`config.mk`:
```
export PLATFORM = sky130hd
export DESIGN_NAME = push_it
export DESIGN_NICKNAME = d
export VERILOG_FILES = /design/src/rtl/push_it_pkg.sv /design/src/rtl/push_it_slow_tick.sv /design/src/rtl/push_it.sv
export SDC_FILE = /design/constraint.sdc
export NUM_CORES = 1
export LEC_CHECK = 0
export BUFFER_PORTS_ARGS = -buffer_cell sky130_fd_sc_hd__buf_2
export CORE_UTILIZATION = 40
export CTS_BUF_LIST = sky130_fd_sc_hd__clkbuf_16
export DETAILED_ROUTE_END_ITERATION = 12
export HOLD_SLACK_MARGIN = 0.12
export MAX_ROUTING_LAYER = met4
export PLACE_DENSITY = 0.58
export SYNTH_ARGS = -nofsm -noshare
export SYNTH_HDL_FRONTEND = slang
export SYNTH_HIERARCHICAL = 1
export SYNTH_SLANG_ARGS = --single-unit
```
`constraint.sdc`:
```
create_clock -name clk -period 2.1 [get_ports clk]
set_input_delay 0.21 -clock clk [delete_from_list [all_inputs] [get_ports clk]]
set_output_delay 0.21 -clock clk [all_outputs]
set_load 0.005 [all_outputs]
```
`src/rtl/push_it_pkg.sv`:
```
// ============================================================================
// Module   : push_it_pkg
// Brief    : Shared record layout constants and FSM state type for push_it.
// Revision : 1.0 - initial release
// ============================================================================
`default_nettype none

package push_it_pkg;

    localparam logic [1:0] REC_TRIG  = 2'b01;
    localparam logic [1:0] REC_CYCLE = 2'b10;
    localparam int         REC_BYTES = 7;
    localparam int         NUM_W     = 18;
    localparam int         TIME_W    = 36;
    localparam int         REC_W     = 2 + NUM_W + TIME_W;
    localparam int         IDX_W     = 3;

    // Byte index value reached once the last byte of a record has gone out
    localparam logic [IDX_W-1:0] REC_DONE = IDX_W'(REC_BYTES);

    typedef enum logic [0:0] {
        IDLE = 1'b0,
        SEND = 1'b1
    } state_t;

endpackage

`default_nettype wire

```
`src/rtl/push_it_slow_tick.sv`:
```
// ============================================================================
// Module   : slow_tick
// Brief    : Synchronises the slow clock level and pulses tick on its rising edge.
// Revision : 1.0 - initial release
// ============================================================================
`default_nettype none

module slow_tick #(
    parameter int SYNC_STAGES = 2
) (
    input  logic clk,
    input  logic reset,
    input  logic clkslow,
    output logic tick
);

    logic [SYNC_STAGES-1:0] r_sync;
    logic                   r_prev;

    // Tick is registered, so it lands SYNC_STAGES+1 clocks after the slow rise
    always_ff @(posedge clk) begin
        if (reset) begin
            r_sync <= '0;
            r_prev <= 1'b0;
            tick   <= 1'b0;
        end else begin
            r_sync <= {r_sync[SYNC_STAGES-2:0], clkslow};
            r_prev <= r_sync[SYNC_STAGES-1];
            tick   <= r_sync[SYNC_STAGES-1] & ~r_prev;
        end
    end

endmodule

`default_nettype wire

```
`src/rtl/push_it.sv`:
```
// ============================================================================
// Module   : push_it
// Brief    : Captures trigger/cycle events and serialises them as 7-byte records.
// Revision : 1.0 - initial release
// ============================================================================
`default_nettype none

module push_it
    import push_it_pkg::*;
#(
    parameter int SYNC_STAGES = 2
) (
    input  logic              clk,
    input  logic              reset,
    input  logic              clkslow,
    input  logic              trigready,
    input  logic              cycleready,
    input  logic [NUM_W-1:0]  trignum,
    input  logic [NUM_W-1:0]  cyclenum,
    input  logic [TIME_W-1:0] timenum,
    input  logic              busy,
    output logic [7:0]        data,
    output logic              write
);

    logic              w_tick;

    logic [NUM_W-1:0]  r_trig_num;
    logic [TIME_W-1:0] r_trig_time;
    logic              r_trig_pend;
    logic [NUM_W-1:0]  r_cycle_num;
    logic [TIME_W-1:0] r_cycle_time;
    logic              r_cycle_pend;

    state_t            r_state;
    logic [IDX_W-1:0]  r_idx;
    logic [REC_W-1:0]  r_rec;
    logic              r_rec_is_trig;

    slow_tick #(
        .SYNC_STAGES (SYNC_STAGES)
    ) u_slow_tick (
        .clk     (clk),
        .reset   (reset),
        .clkslow (clkslow),
        .tick    (w_tick)
    );

    always_ff @(posedge clk) begin
        if (reset) begin
            r_trig_num    <= '0;
            r_trig_time   <= '0;
            r_trig_pend   <= 1'b0;
            r_cycle_num   <= '0;
            r_cycle_time  <= '0;
            r_cycle_pend  <= 1'b0;
            r_state       <= IDLE;
            r_idx         <= '0;
            r_rec         <= '0;
            r_rec_is_trig <= 1'b0;
            data          <= 8'h00;
            write         <= 1'b0;
        end else begin
            // A pending flag stays set until its record is fully sent, so it
            // also blocks new captures while that record is on the wire.
            if (trigready && !r_trig_pend) begin
                r_trig_pend <= 1'b1;
                r_trig_num  <= trignum;
                r_trig_time <= timenum;
            end
            if (cycleready && !r_cycle_pend) begin
                r_cycle_pend <= 1'b1;
                r_cycle_num  <= cyclenum;
                r_cycle_time <= timenum;
            end

            if (w_tick) begin
                case (r_state)
                    IDLE: begin
                        write <= 1'b0;
                        r_idx <= '0;
                        if (r_trig_pend) begin
                            r_rec         <= {REC_TRIG, r_trig_num, r_trig_time};
                            r_rec_is_trig <= 1'b1;
                            r_state       <= SEND;
                        end else if (r_cycle_pend) begin
                            r_rec         <= {REC_CYCLE, r_cycle_num, r_cycle_time};
                            r_rec_is_trig <= 1'b0;
                            r_state       <= SEND;
                        end
                    end
                    SEND: begin
                        if (r_idx == REC_DONE) begin
                            write   <= 1'b0;
                            r_state <= IDLE;
                            if (r_rec_is_trig) begin
                                r_trig_pend <= 1'b0;
                            end else begin
                                r_cycle_pend <= 1'b0;
                            end
                        end else if (busy) begin
                            write <= 1'b0;
                        end else begin
                            data  <= r_rec[REC_W-1 -: 8];
                            r_rec <= {r_rec[REC_W-9:0], 8'h00};
                            write <= 1'b1;
                            r_idx <= r_idx + 1'b1;
                        end
                    end
                    default: begin
                        write   <= 1'b0;
                        r_state <= IDLE;
                    end
                endcase
            end
        end
    end

endmodule

`default_nettype wire

```
==> results of run 1 <==
==> cells in the final DEF, fill, tap and decap left out, types with 3 or more instances in the layout <==
| master | Yosys | routed |
|---|---|---|
| mux2_2 | 50 | 50 |
| o211ai_1 | 8 | 8 |
| buf_12 | 0 | 7 |
| clkbuf_16 | 0 | 17 |
| nand2_1 | 282 | 282 |
| bufinv_16 | 0 | 5 |
| dfxtp_1 | 184 | 183 |
| a21oi_1 | 129 | 129 |
| nor2b_1 | 6 | 4 |
| buf_2 | 34 | 85 |
| mux2_1 | 4 | 4 |
| buf_4 | 4 | 12 |
| o22ai_1 | 46 | 46 |
| inv_1 | 2 | 4 |
| dlygate4sd3_1 | 0 | 74 |
| clkinv_2 | 1 | 4 |
| nand4_1 | 8 | 8 |
| nor2_1 | 3 | 3 |
| mux2i_1 | 47 | 47 |
==> cell families (layout without fill, tap and decap cells) <==
group	after synthesis	in the layout	share of synthesized area [%]
AND/OR/NAND/NOR	310	310	16.72
AO/OA/AOI/OAI	197	197	14.56
flip-flops	184	184	48.59
multiplexers	101	101	14.23
buffers and inverters	77	214	5.578
adder cells (fa/ha/maj)	2	2	0.3300
==> per-stage QoR <==
step	std cells	setup WS [ps]	hold slack, ps	instance area (sq um)	total power [mW]
final	1237	302.9	139.3	9513	7.907
after global routing	1237	190.8	138.7	9513	8.193
after CTS	1237	305.4	129.5	9513	7.991
after detailed placement	1131	313.8	404.6	8138	4.457
after global placement	1131	345.3	391.4	8138	4.452
after floorplan	871	452.1	280.7	7581	4.215
==> per-layer routing <==
metal / vias up / wire [um]
met5: - / 0
met4: 0 / 231
met3: 18 / 514
met2: 86 / 8889
met1: 2947 / 9018
li1: 3221 / -
==> synthesized netlist by cell type <==
library cell / number
nand2_1: 282
dfxtp_1: 184
a21oi_1: 129
mux2_2: 50
mux2i_1: 47
o22ai_1: 46
buf_2: 34
clkbuf_1: 25
buf_6: 10
nand4_1: 8
o211ai_1: 8
nor2b_1: 6
buf_4: 4
mux2_1: 4
nand2b_1: 3
nor2_1: 3
a211oi_1: 2
a31oi_1: 2
ha_1: 2
inv_1: 2
o21ai_0: 2
o21ai_2: 2
o221a_2: 2
a21o_1: 1
a311oi_1: 1
and2_1: 1
and4bb_2: 1
clkinv_1: 1
clkinv_2: 1
nand3_1: 1
nand4_4: 1
nand4bb_1: 1
nor2_4: 1
nor3b_2: 1
o21a_1: 1
o2bb2ai_1: 1
or3_4: 1
==> final cells by class <==
| cell class | instances | area, sq um |
|---|---|---|
| Tap cell | 229 | 286.5 |
| Clock inverter | 15 | 209.0 |
| Multi-Input combinational cell | 610 | 3495 |
| Inverter | 4 | 16.27 |
| Clock buffer | 17 | 425.4 |
| Timing Repair Buffer | 178 | 1396 |
| Fill cell | 1749 | 8757 |
| Sequential cell | 184 | 3685 |
==> path summary, 6_finish.rpt <==
path                            from                to  slack [ps]
setup / recovery         r_trig_pend         r_rec[31]         300
setup reg to reg         r_trig_pend         r_rec[31]         300
hold reg to reg   u_slow_tick/r_prev  u_slow_tick/tick         430
hold / removal             trigready       r_trig_pend         140
==> worst max-delay path, stage by stage, from the launching register on <==
cell and delay [ps]:
dfxtp_2 420, or3_4 510, nand4_4 120, buf_4 430
o22ai_1 170
==> timing repair <==
item	4_1_cts	5_1_grt
hold buffers	74	0
endpoints found under the hold margin	110	0
setup buffers	0	0
gates resized for setup	0	0
==> power by group <==
part / internal (mW) / total [mW] / switching (mW)
Sequential: 3.62 / 3.70 / 0.0761
Clock: 2.10 / 3.43 / 1.33
Combinational: 0.374 / 0.782 / 0.408
Total: 6.09 / 7.91 / 1.82
==> registers in the layout, indices dropped and copies added, names as in the netlist, 2 cells and up <==
| name | count |
|---|---|
| r_rec | 56 |
| r_cycle_time | 36 |
| r_trig_time | 36 |
| r_cycle_num | 18 |
| r_trig_num | 18 |
| data | 8 |
| r_idx | 3 |
| u_slow_tick/r_sync | 2 |
==> flow_summary_export.csv, run 1 <==
group,metric,value,unit
drt,ant_nets,0,
worst_setup_path,worstPathRequired,2400,ps
floorplanning,die_w,139.7,um
timing,final-setup-viol-count,0,
drt,viasPerCell,5.070,
floorplanning,fp-row-count,49,
drt,vias,6272,
synth,ys_seq_area_share,48.59,%
synth,syn-cell-area,0.007581,sq mm
floorplanning,dieHeight,139.7,um
timing,drv_slew,0,
floorplanning,core_area,0.01827,sq mm
grt,grt_pass1_wl,29950,um
power_and_ir_drop,vdd_drop_max,662.6,uV
worst_hold_path,hold_depth,2,
timing,tns,0,ps
grt,met2_usage,32.03,%
floorplanning,io_pins,87,
timing,tightest_slew,601.5,ps
worst_setup_path,path_max_fanout,46,
cells_and_area,area_growth,25.48,%
grt,use_met1,25.11,%
clock_network,h-tree-depth,4,
timing,maxSlewHeadroom,59.90,%
timing,fin_crit,1797,ps
grt,grt_overflow,0,
grt,met3_usage,3.579,%
synth,syn_inst,871,
drt,firstDrtPassIters,4,
floorplanning,start_util,41.49,%
grt,grt_busiest_layer,"met2",
timing,rsz0062_at_grt,"false",
status,outcome,"complete, no violations",
synth,synth_seq_cells,184,
worst_hold_path,hp-class,"input port to flop",
grt,antenna_found_initial,0,
synth,synth_area_leaders,"dfxtp_1, nand2_1, a21oi_1",
timing,hold_viol_final,0,
place,numPortBuffers,86,
synth,synth_top_cell_by_area,"dfxtp_1",
worst_setup_path,r2r.worst_path.cells,4,
place,post-dp-hpwl,11220,um
clock_network,cts_tree,"built",
run,cap_viol_max_count,0,
synth,ys_types,37,
worst_setup_path,cp-end-kind,"flop",
clock_network,clk_latency,430,ps
synth,yosys_warnings,6,
cells_and_area,num-nets-final,1075,
synth,syn-num-nets,951,
synth,syn_avg_cell_area,8.704,sq um
place,gp_congestion,0.7331,
cells_and_area,fin_util,52.07,%
clock_network,path_clk_slew,70,ps
power_and_ir_drop,p_leak,3.952,nW
drt,post-route-drc-count,0,
grt,grt_start_max_net_pins,136,
cells_and_area,drive_above_1_share,19.64,%
timing,max_freq,556.4,MHz
drt,totalWireLength,18650,um
clock_network,root_buffer,"clkbuf_16",
grt,grt_usage,19.85,%
timing,min_period_over_period,85.58,%
worst_setup_path,worstPathArrival,2090,ps
worst_setup_path,path_class,"flop to flop",
floorplanning,dieArea,0.01951,sq mm
clock_network,cts_sinks,184,
power_and_ir_drop,power_density,831.2,mW/mm^2
grt,grt_pass1_vias,5905,
synth,synth_top_area_share,48.59,%
worst_setup_path,startpoint_type,"flop",
drt,avgRoutedWirePerCell,15.08,um
clock_network,cts_buffer_depth,2,
timing,skew,8.987,ps
clock_network,cts_buffers,17,
drt,drt_iter0_drc,351,
cells_and_area,n_antenna_cell,0,
(Power assumes the default switching activity.)
==> run 2: changes to the inputs <==
Settings changed: CORE_UTILIZATION 40 to 55, MAX_ROUTING_LAYER met4 to not set, PLACE_DENSITY 0.58 to 0.76.
==> flow_summary_export.csv, run 2 (synthesized netlist as in run 1, its figures left out) <==
group,metric,value,unit
status,outcome,"complete, no violations",
drt,ant_nets,0,
worst_setup_path,path_max_fanout,35,
grt,antenna_found_initial,0,
run,cap_viol_max_count,0,
cells_and_area,final_common_cell,"nand2_1",
timing,min_period_over_period,87.75,%
floorplanning,core_area,0.01335,sq mm
place,pre_cts_ws,384.7,ps
cells_and_area,seq_area,0.003685,sq mm
grt,grt_pass1_vias,6062,
place,dp_cells,1083,
timing,fin_hold_ws,137.6,ps
floorplanning,fp-row-count,42,
drt,drt_iter0_drc,555,
timing,tns,0,ps
worst_hold_path,min-delay-start,"cycleready",
floorplanning,dieArea,0.01426,sq mm
clock_network,cts_buffer_depth,2,
worst_hold_path,hp-class,"input port to flop",
worst_setup_path,r2r.worst_path.cells,6,
worst_setup_path,worstPathRequired,2450,ps
clock_network,root_buffer,"clkbuf_16",
clock_network,path_clk_slew,60,ps
place,gp_congestion,0.7689,
timing,fin_crit,1843,ps
worst_setup_path,startpoint_type,"input port",
floorplanning,io_pins,87,
worst_setup_path,crit_start,"trigready",
cells_and_area,final_cells,1186,
drt,firstDrtPassIters,5,
cells_and_area,drive_above_1_share,19.21,%
cells_and_area,area_growth,23.19,%
timing,rsz0062_at_grt,"false",
floorplanning,start_util,56.80,%
worst_setup_path,cp-end-kind,"flop",
drt,post-route-drc-count,0,
worst_setup_path,worstPathArrival,2190,ps
drt,viasPerCell,5.445,
timing,hold_viol_final,0,
clock_network,cts_buffers,17,
cells_and_area,largest_reg_flops,56,
cells_and_area,final_cell_mix,"nand2_1, dfxtp_1, a21oi_1, buf_2, dlygate4sd3_1",
worst_setup_path,path_class,"input port to flop",
timing,maxSlewHeadroom,36.20,%
drt,totalWireLength,18150,um
cells_and_area,fillers,1041,
clock_network,cts_tree,"built",
grt,grt_start_max_net_pins,136,
power_and_ir_drop,power_density,767.9,mW/mm^2
cells_and_area,n_antenna_cell,0,
grt,grt_overflow,0,
cells_and_area,largest-register,"r_rec",
floorplanning,dieHeight,119.4,um
timing,max_freq,542.7,MHz
worst_hold_path,hold_depth,2,
grt,grt_usage,26.03,%
place,post-dp-hpwl,10750,um
power_and_ir_drop,vdd_drop_max,676.5,uV
power_and_ir_drop,finalPower,7.172,mW
timing,skew,7.131,ps
timing,tightest_slew,954.9,ps
place,numPortBuffers,86,
drt,avgRoutedWirePerCell,15.31,um
clock_network,clk_latency,430,ps
cells_and_area,reg_top3,"r_rec (56), r_cycle_time (36), r_trig_time (36)",
grt,grt_pass1_wl,29270,um
clock_network,cts_sinks,184,
floorplanning,die_w,119.4,um
clock_network,h-tree-depth,4,
timing,final-setup-viol-count,0,
worst_setup_path,reg2reg_from,"r_idx[0]",
power_and_ir_drop,p_leak,3.922,nW
cells_and_area,num-nets-final,1080,
drt,vias,6458,
timing,fin_ws,257.3,ps
timing,drv_slew,0,
cells_and_area,multi_input_comb_area,0.003495,sq mm
==> run 2: cell types whose count changed in the layout (fill, tap and decap cells not counted) <==
cell	before	now
clkinv_4	1	0
clkinv_2	4	3
buf_12	7	8
bufinv_16	5	0
buf_4	12	16
inv_6	1	0
inv_1	4	7
clkinv_1	2	5
clkinvlp_4	2	1
==> run 2: worst paths after layout <==
check	endpoint	slack, ps
hold / removal	r_cycle_pend	140
setup / recovery	r_trig_num[5]	260
setup reg to reg	r_rec[20]	360
hold reg to reg	u_slow_tick/tick	400
==> run 2: cell type report <==
cell class	instances	area share (%)
clock buffers	17	4.555
clock inverters	12	0.5493
inverters	4	0.1742
multi-input cells	610	37.42
flip-flops and latches	184	39.46
well taps	176	2.358
repair buffers	183	15.49
==> run 2: what timing repair did <==
action,4_1_cts,5_1_grt
gates resized for setup,0,0
endpoints found under the setup margin,0,0
hold buffers,74,0
endpoints found under the hold margin,110,0
setup buffers,0,0
==> run 2: worst max-delay path, stage by stage <==
cell and delay [ps]:
dlygate4sd3_1 520, buf_2 140, nor2b_4 780, buf_4 320, nand2_1 70, a21oi_1 120
==> run 2: layer usage <==
layer / share of wire (%) / global-route usage, % / wire length (um)
met5: 0 / 0 / 0
met4: 1.4 / 8.984 / 259
met3: 4.1 / 5.077 / 752
met2: 50 / 43.39 / 8990
met1: 45 / 33.62 / 8150
==> run 2: report_power, final <==
part / leakage (nW) / internal, mW / switching, mW / total, mW
clock network: 0.250 / 1.45 / 1.24 / 2.68
logic: 2.17 / 0.383 / 0.415 / 0.797
registers: 1.50 / 3.62 / 0.0702 / 3.69
==> run 2: metrics by stage <==
step	cell area (sq um)	util (%)
floorplan	7581	-
global placement	8122	60.85
detailed placement	8122	60.85
CTS	9339	69.97
global route	9339	69.97
finish	9339	69.97
==> run 3: changes to the inputs <==
Settings changed: CELL_PAD_IN_SITES_DETAIL_PLACEMENT set to 0, CELL_PAD_IN_SITES_GLOBAL_PLACEMENT set to 1, CORE_UTILIZATION 55 to 44, PLACE_DENSITY 0.76 to 0.79.
==> flow_summary_export.csv, run 3 (synthesized netlist as in run 1, its figures left out) <==
group,metric,value,unit
status,outcome,"complete, no violations",
drt,ant_nets,0,
power_and_ir_drop,clkPwrFrac,43.1,%
timing,tightest_slew,609.8,ps
cells_and_area,drive_above_1_share,19.92,%
floorplanning,dieArea,0.01776,sq mm
grt,antenna_found_initial,0,
timing,hold_viol_final,0,
worst_setup_path,reg2reg_from,"r_state",
timing,fin_hold_ws,279.6,ps
cells_and_area,multi_input_comb_area,0.003495,sq mm
worst_hold_path,hold_depth,4,
power_and_ir_drop,power_density,829.2,mW/mm^2
timing,maxSlewHeadroom,59.35,%
drt,totalWireLength,18500,um
clock_network,cts_resized,0,
worst_setup_path,cpPeakStageDelay,510,ps
floorplanning,fp-row-count,47,
cells_and_area,final_cells,1229,
clock_network,cts_buffers,17,
timing,min_period_over_period,87.56,%
cells_and_area,final_cell_mix,"nand2_1, dfxtp_1, a21oi_1, buf_2, dlygate4sd3_1",
floorplanning,die_w,133.3,um
cells_and_area,largest-register,"r_rec",
timing,fin_crit,1839,ps
place,post-dp-hpwl,10930,um
power_and_ir_drop,combPwrFrac,10.0,%
worst_setup_path,path_class,"flop to flop",
timing,skew,9.483,ps
grt,grt_start_max_net_pins,136,
drt,post-route-drc-count,0,
cells_and_area,fillers,1585,
worst_setup_path,r2r.worst_path.cells,4,
clock_network,cts_buffer_depth,2,
worst_hold_path,min-delay-start,"busy",
timing,rsz0062_at_grt,"false",
worst_setup_path,crit_start,"r_state",
timing,tns,0,ps
power_and_ir_drop,internal_power,5.996,mW
cells_and_area,seq_area,0.003685,sq mm
floorplanning,io_pins,87,
place,gp_congestion,0.7700,
power_and_ir_drop,seq_power_share,46.9,%
clock_network,h-tree-depth,4,
worst_setup_path,worstPathRequired,2390,ps
clock_network,root_buffer,"clkbuf_16",
worst_setup_path,cpMaxStageDelayCell,"or3_4",
place,dp_cells,1122,
power_and_ir_drop,p_switching,1.873,mW
cells_and_area,n_antenna_cell,0,
cells_and_area,num-nets-final,1076,
cells_and_area,area_growth,25.19,%
grt,grt_pass1_vias,6042,
worst_setup_path,worstPathArrival,2130,ps
clock_network,clk_latency,430,ps
worst_setup_path,cp-end-kind,"flop",
worst_setup_path,cp_top_family,"simple AND/OR/NAND/NOR gates",
worst_setup_path,path_buf_inv,1,
drt,firstDrtPassIters,5,
grt,grt_usage,21.68,%
clock_network,holdBufCountCts,75,
floorplanning,dieHeight,133.3,um
drt,viasPerCell,5.099,
cells_and_area,reg_top3,"r_rec (56), r_cycle_time (36), r_trig_time (36)",
power_and_ir_drop,vdd_drop_max,580.3,uV
worst_setup_path,path_max_fanout,46,
power_and_ir_drop,p_sw_share,23.80,%
drt,drt_iter0_drc,388,
drt,vias,6267,
grt,grt_overflow,0,
timing,drv_slew,0,
clock_network,path_clk_slew,70,ps
clock_network,post_cts_buffers,0,
timing,max_freq,543.9,MHz
clock_network,cts_sinks,184,
worst_setup_path,startpoint_type,"flop",
cells_and_area,final_common_cell,"nand2_1",
worst_setup_path,worst-path-stages,4,
floorplanning,core_area,0.01670,sq mm
run,cap_viol_max_count,0,
power_and_ir_drop,p_leak,3.950,nW
grt,grt_pass1_wl,30420,um
cells_and_area,largest_reg_flops,56,
worst_hold_path,hp-class,"input port to flop",
floorplanning,start_util,45.39,%
timing,final-setup-viol-count,0,
worst_setup_path,crit_chain,"or3_4, nand4_4, buf_4, o22ai_1",
clock_network,cts_tree,"built",
place,numPortBuffers,86,
drt,avgRoutedWirePerCell,15.05,um
## run 3: cell types whose count changed in the layout (fill, tap and decap cells not counted), sizes merged
| cell | change |
|---|---|
| buf | -5 |
| bufinv | +4 |
| clkinv | +1 |
| dlygate4sd3 | +1 |
| inv | -2 |
## run 3: through the flow
step                worst slack (ps)  cell area [sq um]  total power [mW]  utilization [%]
finish                         261.3               9490             7.869            56.83
global route                   170.6               9490             8.181            56.83
CTS                            280.6               9490             7.951            56.83
detailed placement             304.8               8114             4.456            48.58
global placement               333.3               8114             4.448            48.58
floorplan                      452.1               7581             4.215                -
## run 3: routing by layer
| layer | vias to the layer above | routed length [um] | share of wire, % | track usage, % |
|---|---|---|---|---|
| met5 | - | 0 | 0 | 0 |
| li1 | 3207 | - | - | - |
| met1 | 2959 | 8856 | 48 | 28.37 |
| met4 | 0 | 180 | 0.97 | 5.745 |
| met3 | 11 | 449 | 2.4 | 3.957 |
| met2 | 90 | 9011 | 49 | 36.63 |
## run 3: worst paths after layout
path / endpoint / slack [ps]
worst max-delay path: r_rec[12] / 260
worst min-delay path: r_idx[1] / 280
worst max register to register: r_rec[12] / 260
worst min register to register: u_slow_tick/tick / 410
## run 3: power by group through the flow
stage	Clock (mW)	Sequential, mW	Combinational, mW
finish	3.39	3.69	0.790
global placement	0	3.76	0.686
global route	3.60	3.70	0.874
floorplan	0	3.74	0.473
detailed placement	0	3.77	0.690
CTS	3.46	3.69	0.800
## run 3: layout make-up
cell class,instances,area share [%]
flip-flops and latches,184,38.83
multi-input cells,610,36.82
repair buffers,179,14.69
clock buffers,17,4.483
well taps,220,2.900
clock inverters,15,2.109
inverters,4,0.1714
## run 3: worst reg2reg max path: stages (launching register included)
cell and delay, ps:
dfxtp_1 450, or3_4 510, nand4_4 120, buf_4 420, o22ai_1 210
